## config.mk

```make
export PLATFORM = sky130hd
export DESIGN_NAME = acc_display
export DESIGN_NICKNAME = d
export VERILOG_FILES = /design/src/rtl/acc_display_pkg.sv /design/src/rtl/bin2bcd_seq.sv /design/src/rtl/acc_display.sv
export SDC_FILE = /design/constraint.sdc
export NUM_CORES = 1
export LEC_CHECK = 0
export CELL_PAD_IN_SITES_DETAIL_PLACEMENT = 0
export CELL_PAD_IN_SITES_GLOBAL_PLACEMENT = 1
export CORE_ASPECT_RATIO = 1.4
export CORE_MARGIN = 1.5
export CORE_UTILIZATION = 52
export CTS_CLUSTER_SIZE = 20
export DETAILED_ROUTE_END_ITERATION = 16
export PLACE_DENSITY = 0.91
export SYNTH_ARGS = -nofsm -noshare
export SYNTH_HDL_FRONTEND = slang
export SYNTH_SLANG_ARGS = --single-unit
```

## constraint.sdc

```tcl
create_clock -name clk -period 3.8 [get_ports clk]
set_input_delay 0.76 -clock clk [delete_from_list [all_inputs] [get_ports clk]]
set_output_delay 0.76 -clock clk [all_outputs]
set_load 0.1 [all_outputs]
```

## src/rtl/acc_display_pkg.sv

```systemverilog
// Shared types and constants for the accumulator display stage:
// converter state encoding, digit counts and the seven-segment glyph table.
package acc_display_pkg;

  typedef enum logic [1:0] {
    ST_IDLE,
    ST_SHIFT,
    ST_DONE
  } conv_state_e;

  localparam int NUM_DIGITS = 4;
  localparam int BCD_DIGITS = 5;
  localparam int VALUE_W    = 16;
  localparam int BCD_W      = 4 * BCD_DIGITS;

  // All segments off (active-low outputs).
  localparam logic [6:0] SEG_BLANK = 7'h7F;

  // Active-low glyphs, bit order gfedcba, index = nibble value 0..F.
  localparam logic [6:0] SEG_TABLE [16] = '{
    7'h40, 7'h79, 7'h24, 7'h30,   // 0 1 2 3
    7'h19, 7'h12, 7'h02, 7'h78,   // 4 5 6 7
    7'h00, 7'h10, 7'h08, 7'h03,   // 8 9 A b
    7'h46, 7'h21, 7'h06, 7'h0E    // C d E F
  };

  function automatic logic [6:0] seg_decode(input logic [3:0] nib);
    return SEG_TABLE[nib];
  endfunction

endpackage

```

## src/rtl/bin2bcd_seq.sv

```systemverilog
// Sequential double-dabble converter: 16-bit binary to 5 BCD digits,
// one bit per cycle. busy covers the SHIFT and DONE states; bcd holds the
// last completed result and only changes when a conversion finishes.
module bin2bcd_seq
  import acc_display_pkg::*;
(
  input  logic               clk,
  input  logic               clear_n,
  input  logic               start,
  input  logic [VALUE_W-1:0] bin,
  output logic               busy,
  output logic [BCD_W-1:0]   bcd
);

  conv_state_e        state_q, state_d;
  logic [VALUE_W-1:0] shift_q, shift_d;
  logic [BCD_W-1:0]   work_q, work_d;
  logic [BCD_W-1:0]   adj;
  logic [3:0]         iter_q, iter_d;
  logic               busy_q, busy_d;
  logic [BCD_W-1:0]   bcd_q, bcd_d;

  // Add-3 correction on every working nibble that is 5 or more.
  always_comb begin
    adj = '0;
    for (int i = 0; i < BCD_DIGITS; i++) begin
      adj[4*i +: 4] = (work_q[4*i +: 4] >= 4'd5) ? work_q[4*i +: 4] + 4'd3
                                                   : work_q[4*i +: 4];
    end
  end

  // Converter next-state: load on start, 16 correct-and-shift steps, publish.
  always_comb begin
    // NOTE: every signal written here gets its hold value first, so no path can leave one unassigned and infer a latch.
    state_d = state_q;
    shift_d = shift_q;
    work_d  = work_q;
    iter_d  = iter_q;
    busy_d  = busy_q;
    bcd_d   = bcd_q;
    case (state_q)
      ST_IDLE: begin
        if (start) begin
          state_d = ST_SHIFT;
          shift_d = bin;
          work_d  = '0;
          iter_d  = '0;
          busy_d  = 1'b1;
        end
      end
      ST_SHIFT: begin
        {work_d, shift_d} = {adj[BCD_W-2:0], shift_q, 1'b0};
        iter_d = iter_q + 4'd1;
        if (iter_q == 4'd15) begin
          state_d = ST_DONE;
        end
      end
      ST_DONE: begin
        bcd_d   = work_q;
        busy_d  = 1'b0;
        state_d = ST_IDLE;
      end
      default: begin
        state_d = ST_IDLE;
        busy_d  = 1'b0;
      end
    endcase
  end

  // Converter state register; asynchronous clear aborts any conversion.
  always_ff @(posedge clk or negedge clear_n) begin
    if (!clear_n) begin
      state_q <= ST_IDLE;
      shift_q <= '0;
      work_q  <= '0;
      iter_q  <= '0;
      busy_q  <= 1'b0;
      bcd_q   <= '0;
    end else begin
      // NOTE: non-blocking assignments so every register samples pre-edge values, independent of statement order.
      state_q <= state_d;
      shift_q <= shift_d;
      work_q  <= work_d;
      iter_q  <= iter_d;
      busy_q  <= busy_d;
      bcd_q   <= bcd_d;
    end
  end

  assign busy = busy_q;
  assign bcd  = bcd_q;

endmodule

```

## src/rtl/acc_display.sv

```systemverilog
// Four-digit multiplexed common-anode display of the accumulator value.
// Decimal mode shows the converted BCD with leading-zero blanking and a
// decimal point on the leftmost digit when the value exceeds 9999; hex mode
// shows the snapshot nibbles directly. an/seg/dp are registered.
module acc_display
  import acc_display_pkg::*;
#(
  parameter int REFRESH_DIV = 100000
) (
  input  logic        clk,
  input  logic        clear_n,
  input  logic [15:0] value,
  input  logic        dec_mode,
  output logic [3:0]  an,
  output logic [6:0]  seg,
  output logic        dp,
  output logic        busy
);

  localparam int CNT_W = $clog2(REFRESH_DIV);
  localparam int IDX_W = $clog2(NUM_DIGITS);
  localparam logic [CNT_W-1:0] CNT_LAST = CNT_W'(REFRESH_DIV - 1);
  localparam logic [IDX_W-1:0] IDX_LAST = IDX_W'(NUM_DIGITS - 1);

  logic [VALUE_W-1:0] snap_q, snap_d;
  logic               start;
  logic [BCD_W-1:0]   bcd;
  logic [CNT_W-1:0]   cnt_q, cnt_d;
  logic [IDX_W-1:0]   idx_q, idx_d;
  logic [3:0]         an_q, an_d;
  logic [6:0]         seg_q, seg_d;
  logic               dp_q, dp_d;
  logic [3:0]         digit;
  logic [BCD_W-1:0]   bcd_upper;
  logic               blank;

  // A new conversion is requested only when idle and the input has moved.
  assign start = !busy && (value != snap_q);

  bin2bcd_seq u_conv (
    .clk     (clk),
    .clear_n (clear_n),
    .start   (start),
    .bin     (value),
    .busy    (busy),
    .bcd     (bcd)
  );

  // Snapshot follows the input at the same edge the conversion starts.
  always_comb begin
    snap_d = start ? value : snap_q;
  end

  // Refresh scanner: hold each digit REFRESH_DIV cycles, then advance.
  always_comb begin
    cnt_d = cnt_q + 1'b1;
    idx_d = idx_q;
    if (cnt_q == CNT_LAST) begin
      cnt_d = '0;
      idx_d = (idx_q == IDX_LAST) ? '0 : idx_q + 1'b1;
    end
  end

  // Digit selection, leading-zero blanking, glyph and decimal point.
  always_comb begin
    bcd_upper = bcd >> {idx_q, 2'b00};
    digit     = dec_mode ? bcd[{idx_q, 2'b00} +: 4] : snap_q[{idx_q, 2'b00} +: 4];
    blank     = dec_mode && (idx_q != '0) && (bcd_upper == '0);
    seg_d     = blank ? SEG_BLANK : seg_decode(digit);
    dp_d      = !(dec_mode && (idx_q == IDX_LAST) && (bcd[BCD_W-1 -: 4] != 4'd0));
    an_d      = ~(4'b0001 << idx_q);
  end

  // Snapshot, scanner and output registers.
  always_ff @(posedge clk or negedge clear_n) begin
    if (!clear_n) begin
      snap_q <= '0;
      cnt_q  <= '0;
      idx_q  <= '0;
      an_q   <= 4'b1111;
      seg_q  <= SEG_BLANK;
      dp_q   <= 1'b1;
    end else begin
      snap_q <= snap_d;
      cnt_q  <= cnt_d;
      idx_q  <= idx_d;
      an_q   <= an_d;
      seg_q  <= seg_d;
      dp_q   <= dp_d;
    end
  end

  assign an  = an_q;
  assign seg = seg_q;
  assign dp  = dp_q;

endmodule

```

# Word-level counts from Yosys, hierarchy flattened
# Memory sizes are Yosys's and may differ from the RTL's.
# Cells that the tools add are included.
# totals
register_bits	110
mem_bits_ro	112
inputBits	19
out_inout_bits	13
elab_cells	79
mem_count	1
# op_classes
addsub	8
order_cmp	6
eq_ne	8
shifts	4
muxes	22
n_bitwise	3
n_reduce_logical	15
# memory_table
name	words	width	rd	rd_clocked_by_memory_dff	write_ports	line_no	rtl
(no name shown)	16	7	1	0	0	acc_display_pkg.sv:28	return SEG_TABLE[nib];
# op_table
cell	n
$pmux W20 S2	1
$pmux W16 S2	1
$mux W4	6
$mux W7	3
$ge A4 B3 Y1 const B	5
$logic_not A20 Y1	1
$mux W20	1
$shiftx A20 B5 Y4	1
$shr A20 B4 Y20	1
$add A17 B1 Y17 const B	1
$eq A17 B17 Y1 const B	1
$mux W17	1
$add A4 B2 Y4 const B	4
$mux W16	1
$ne A16 B16 Y1	1
$shiftx A16 B5 Y4	1
$pmux W4 S2	1
$mux W2	3
$reduce_and A2 Y1	3
$ge A5 B5 Y1 const B	1
$logic_and A1 B1 Y1	5
$not A4 Y5	1
$add A4 B1 Y4 const B	1
$eq A2 B2 Y1 const B	2
other kinds (17)	19

# Depth between registers and ports, before layout
# depth
depth_word	7
ltp_mapped	10
depth_no_buf	9

# Hierarchy
# Synthesis repeated with hierarchy kept, for this count alone.
# hier_totals
hier_cells	519
hier_area_um2	5696.7
# modules_own_cells
mod	instances	cells_each	area_each_um2	seq_area_each_um2
bin2bcd_seq	1	304	3040.4	1576.5
acc_display	1	215	2656.3	1191.1

# Worst setup path after synthesis
# No wires, ideal clock.
# synth_path
path_type	input to register
start	input value[0]
end	register u_conv.shift_q[10]
setup_time_ns	0.128
t_arrival_ns	2.262
required_time_ns	3.672
slack_ns	1.411
stages	6
path_buffers	1
path_cell_list	xor2_1 -> nor4_1 -> a41oi_2 -> o21ai_2 -> buf_4 -> mux2_1
# synth_via
elab_chain_len	4
# synth_lines
item	line_no	rtl
start, declared	acc_display.sv:12	input logic [15:0] value,
$ne A16 B16 Y1	acc_display.sv:38	assign start = !busy && (value != snap_q);
$logic_and A1 B1 Y1	acc_display.sv:38	
$ne A2 B2 Y1 (no source line)	--	
$reduce_and A2 Y1 (no source line)	--	
end signal, assigned	bin2bcd_seq.sv:82	shift_q <= shift_d;
end, declared	bin2bcd_seq.sv:16	logic [VALUE_W-1:0] shift_q, shift_d;
# Every way passes these cells.
# A chain may end at the register's enable or synchronous reset.

# Worst setup path after layout
# layout_path
start	input value[8]
end	register u_conv.work_q[11]
# layout_via
elab_chain_len	4
# layout_lines
item	line_no	rtl
$ne A16 B16 Y1	acc_display.sv:38	
$logic_and A1 B1 Y1	acc_display.sv:38	
$ne A2 B2 Y1 (no source line)	--	
$reduce_and A2 Y1 (no source line)	--	
end signal, assigned	bin2bcd_seq.sv:83	work_q <= work_d;
end, declared	bin2bcd_seq.sv:17	logic [BCD_W-1:0] work_q, work_d;
# Every way passes these cells.

==> results.sh <==
export IMPL_nNetsFinal=537
export IMPL_status="completed"
export IMPL_met3_length_um=262
export IMPL_period_share_pct=73.4
export IMPL_synth_cell_types=44
export IMPL_report_final_hold_viol_count=0
export IMPL_wl_met1_um=4580
export IMPL_timing_worst_slew_pin_value_ns=1.07
export IMPL_ys_flop_type="sky130_fd_sc_hd__dfrtp_1"
export IMPL_route_detailed_wl_per_inst_um=16.7
export IMPL_htreeDepth=3
export IMPL_seq_area_frac_synth_pct=50.0
export IMPL_cts_num_sinks=110
export IMPL_timing_slew_headroom_pct=28.5
export IMPL_x_dimension_of_the_die_um=90.2
export IMPL_fmaxAchievable_mhz=359
export IMPL_gr_usage_all_layers_pct=20.5
export IMPL_mappedNetlistNets=506
export IMPL_yosys_warnings=0
export IMPL_cts_made_buffers=9
export IMPL_maximum_number_of_pins_on_one_net_before_global_route_repair=111
export IMPL_drive_above_1_share_pct=17.1
export IMPL_die_area_um2=11300
export IMPL_setup_viol=0
export IMPL_min_period_ns=2.79
export IMPL_cts_reportedPaths_clkPinSlew_ns=0.07
export IMPL_fin_tns_setup_ns=0
export IMPL_clock_skew_final_ns=0.00929
export IMPL_final_max_slew_violation_count=0
export IMPL_count_of_state_elements_after_synthesis=110
export IMPL_die_h_um=125
export IMPL_hp_class="in -> async"
export IMPL_antenna_cells=0
export IMPL_grt_first_pass_wirelength_um=18400
export IMPL_initial_utilization_pct=53.5
export IMPL_synth_edff_count=0
export IMPL_topRoutingLayerUsed="met4"
export IMPL_path_type_of_the_worst_setup_path="in -> reg"
export IMPL_worst_ep_required_time_ns=4.09
export IMPL_grt_pass1_vias=3777
export IMPL_initial_drc_count=230
export IMPL_syn_instance_count=466
export IMPL_syn2layout_area_growth_pct=14.0
export IMPL_startpoint_types="input pin"
export IMPL_drt_vias_per_instance=5.60
export IMPL_postRouteAntennaNets=0
export IMPL_slowest_cell_on_crit_path="sky130_fd_sc_hd__clkdlybuf4s50_1"
export IMPL_comb_power_share_pct=41.3
export IMPL_clkPwrFrac_pct=19.7
export IMPL_critical_path_top_delay_family="buffers and inverters"
export IMPL_number_of_port_buffers=31
export IMPL_gp_congestion=0.828
export IMPL_power_density_nw_per_um2=800
export IMPL_ctsResizeCount=0
export IMPL_final_area_um2=6310
export IMPL_post_cts_hold_buffer_count=0
export IMPL_fp_coreArea_um2=10300
export IMPL_post_route_drc_count=0
export IMPL_ioPinCount=32
export IMPL_syn_mean_instance_area_um2=11.9
export IMPL_postSynth_asyncResetShare_pct=100
export IMPL_placement_rows=44
export IMPL_critical_path_endpoint_type="flop"
export IMPL_clk_latency_ns=0.35
export IMPL_power_switching_mw=1.88
export IMPL_detailed_place_area_um2=5990
export IMPL_critical_path_peak_fanout=23
export IMPL_static_leakage_power_nw=2.84
export IMPL_drt_pass1_iter_count=4
export IMPL_tritoncts="yes"
export IMPL_place_hpwl_um=7510
export IMPL_timing_critical_path_slowest_cell_delay_ns=0.46
export IMPL_syn_area_um2=5540
export IMPL_detailroute_via_count=3586
export IMPL_critical_path_buf_inv_count=3
export IMPL_cell_internal_pwr_mw=3.17
export IMPL_antenna_found_initial=0
export IMPL_seqPwrFrac_pct=39.0
export IMPL_overflow=0
export IMPL_post_cts_repair_setup_buffers=0
export IMPL_dr_wl_met2_um=5530
export IMPL_max_cap_viol_count=0
export IMPL_ir_worst_vdd_mv=0.317
export IMPL_cts_root_to_sink_buffers=2
export IMPL_switching_share_pct=37.3
export IMPL_critical_path_cell_chain="clkdlybuf4s50_1 > xor2_1 > nor4_1 > a41oi_2 > o21ai_2 > buf_12 > buf_4 > a22o_1"
export IMPL_critPathArrivalTime_ns=3.08
export IMPL_routed_wirelength_um=10700
export IMPL_root_buffer="sky130_fd_sc_hd__clkbuf_16"
export IMPL_unrepaired_setup_endpoints_after_global_routing="no"
==> placed cells by master (no fill, tap or decap), types with 2 or more instances in the layout <==
master,netlist,routed
sky130_fd_sc_hd__nor4_1,9,9
sky130_fd_sc_hd__o21ai_0,25,25
sky130_fd_sc_hd__a22o_1,19,19
sky130_fd_sc_hd__nor2_1,21,21
sky130_fd_sc_hd__nand4_1,4,4
sky130_fd_sc_hd__dfrtp_1,98,98
sky130_fd_sc_hd__xnor2_1,13,13
sky130_fd_sc_hd__and3_1,3,3
sky130_fd_sc_hd__inv_1,22,22
sky130_fd_sc_hd__mux2_1,14,14
sky130_fd_sc_hd__nand2_1,38,38
sky130_fd_sc_hd__mux2i_1,4,4
sky130_fd_sc_hd__nor2b_1,4,4
sky130_fd_sc_hd__mux2i_2,2,2
sky130_fd_sc_hd__clkdlybuf4s50_1,0,30
sky130_fd_sc_hd__clkbuf_8,0,4
sky130_fd_sc_hd__buf_12,0,2
sky130_fd_sc_hd__buf_4,2,4
sky130_fd_sc_hd__o22ai_1,2,2
sky130_fd_sc_hd__nand3_1,12,12
sky130_fd_sc_hd__a21o_1,5,5
sky130_fd_sc_hd__clkbuf_16,0,9
sky130_fd_sc_hd__xor2_1,27,27
sky130_fd_sc_hd__a21oi_1,8,8
sky130_fd_sc_hd__mux2_2,47,47
sky130_fd_sc_hd__nand2b_1,9,9
sky130_fd_sc_hd__mux4_1,8,8
sky130_fd_sc_hd__nor4b_1,2,2
sky130_fd_sc_hd__dfstp_2,12,12
sky130_fd_sc_hd__o221ai_1,2,2
sky130_fd_sc_hd__ha_1,21,21
sky130_fd_sc_hd__nor3_1,6,6
==> power by group through the flow <==
stage	clock, mW	sequential [mW]	combinational (mW)
6_report	0.997	1.97	2.09
2_1_floorplan	0	2.13	1.43
3_5_place_dp	0	1.99	2.09
4_1_cts	1.02	1.96	2.10
5_1_grt	1.06	2.02	2.30
3_3_place_gp	0	1.97	2.02
==> through the flow <==
step | total power, mW | util [%] | worst slack, ns | cells | hold slack, ns
after detailed placement | 4.08 | 57.9 | 0.634 | 624 | 0.475
final | 5.05 | 61.0 | 1.01 | 640 | 0.471
after global routing | 5.39 | 61.0 | 0.866 | 640 | 0.510
after floorplan | 3.56 | - | 1.41 | 466 | 0.450
after CTS | 5.09 | 61.0 | 1.01 | 640 | 0.493
after global placement | 3.99 | 57.9 | 0.710 | 624 | 0.469
==> cell usage after synthesis (12+ instances only) <==
master                    count  share of area, %
sky130_fd_sc_hd__a22o_1      19               3.0
sky130_fd_sc_hd__dfrtp_1     98                44
sky130_fd_sc_hd__dfstp_2     12               5.7
sky130_fd_sc_hd__ha_1        21               4.7
sky130_fd_sc_hd__inv_1       22               1.5
sky130_fd_sc_hd__mux2_1      14               2.8
sky130_fd_sc_hd__mux2_2      47               9.6
sky130_fd_sc_hd__nand2_1     38               2.6
sky130_fd_sc_hd__nand3_1     12               1.1
sky130_fd_sc_hd__nor2_1      21               1.4
sky130_fd_sc_hd__o21ai_0     25               2.3
sky130_fd_sc_hd__xnor2_1     13               2.1
sky130_fd_sc_hd__xor2_1      27               4.3
==> worst reg2reg max path: stages, from the launching register on <==
cell,delay [ns]
sky130_fd_sc_hd__dfrtp_1,0.70
sky130_fd_sc_hd__mux4_1,0.66
sky130_fd_sc_hd__mux2_2,0.34
sky130_fd_sc_hd__inv_1,0.11
sky130_fd_sc_hd__ha_1,0.23
sky130_fd_sc_hd__inv_1,0.09
sky130_fd_sc_hd__mux2i_1,0.07
sky130_fd_sc_hd__mux2_2,0.29
sky130_fd_sc_hd__nand2_1,0.07
==> worst paths after layout <==
kind / slack, ns / cells past startpoint / startpoint / to
max in group asynchronous: 2.90 / 2 / clear_n / u_conv.work_q[3]
worst min register to register: 0.49 / 2 / u_conv.bcd[16] / u_conv.bcd[16]
worst max register to register: 1.19 / 8 / idx_q[0] / seg[3]
worst max-delay path: 1.01 / 8 / value[8] / u_conv.work_q[11]
min in group clk: 0.49 / 2 / u_conv.bcd[16] / u_conv.bcd[16]
worst min-delay path: 0.47 / 2 / clear_n / u_conv.shift_q[4]
==> state kept, by name, summed over array words and instances, names as in the netlist <==
signal,count
idx_q,2
dp,1
snap_q,16
u_conv.state_q,2
seg,7
u_conv.shift_q,16
u_conv.iter_q,4
u_conv.busy,1
u_conv.bcd,20
an,4
cnt_q,17
u_conv.work_q,20
==> layer usage <==
metal / up-vias / GRT usage (%)
met1: 1803 / 24.5
met2: 49 / 35.7
li1: 1714 / -
met3: 20 / 3.71
met4: 0 / 9.71
met5: - / 0
==> final cells by class <==
class,count,area [um2]
fillers,858,4040
flip-flops and latches,110,2770
multi-input cells,318,2600
repair buffers,36,370
clock buffers,14,284
well taps,138,173
inverters,22,82.6
clock inverters,2,37.5
==> kinds of logic (layout without fill, tap and decap cells) <==
logic type / Yosys count / in the layout / share of synthesized area, %
AND/OR/NAND/NOR: 111 / 111 / 9.60
flip-flops: 110 / 110 / 50.0
multiplexers: 75 / 75 / 17.4
AO/OA/AOI/OAI: 71 / 71 / 8.86
XOR/XNOR: 40 / 40 / 6.33
buffers and inverters: 38 / 74 / 3.07
adder cells (fa/ha/maj): 21 / 21 / 4.74
No activity file was read; power rests on OpenSTA's default activity.
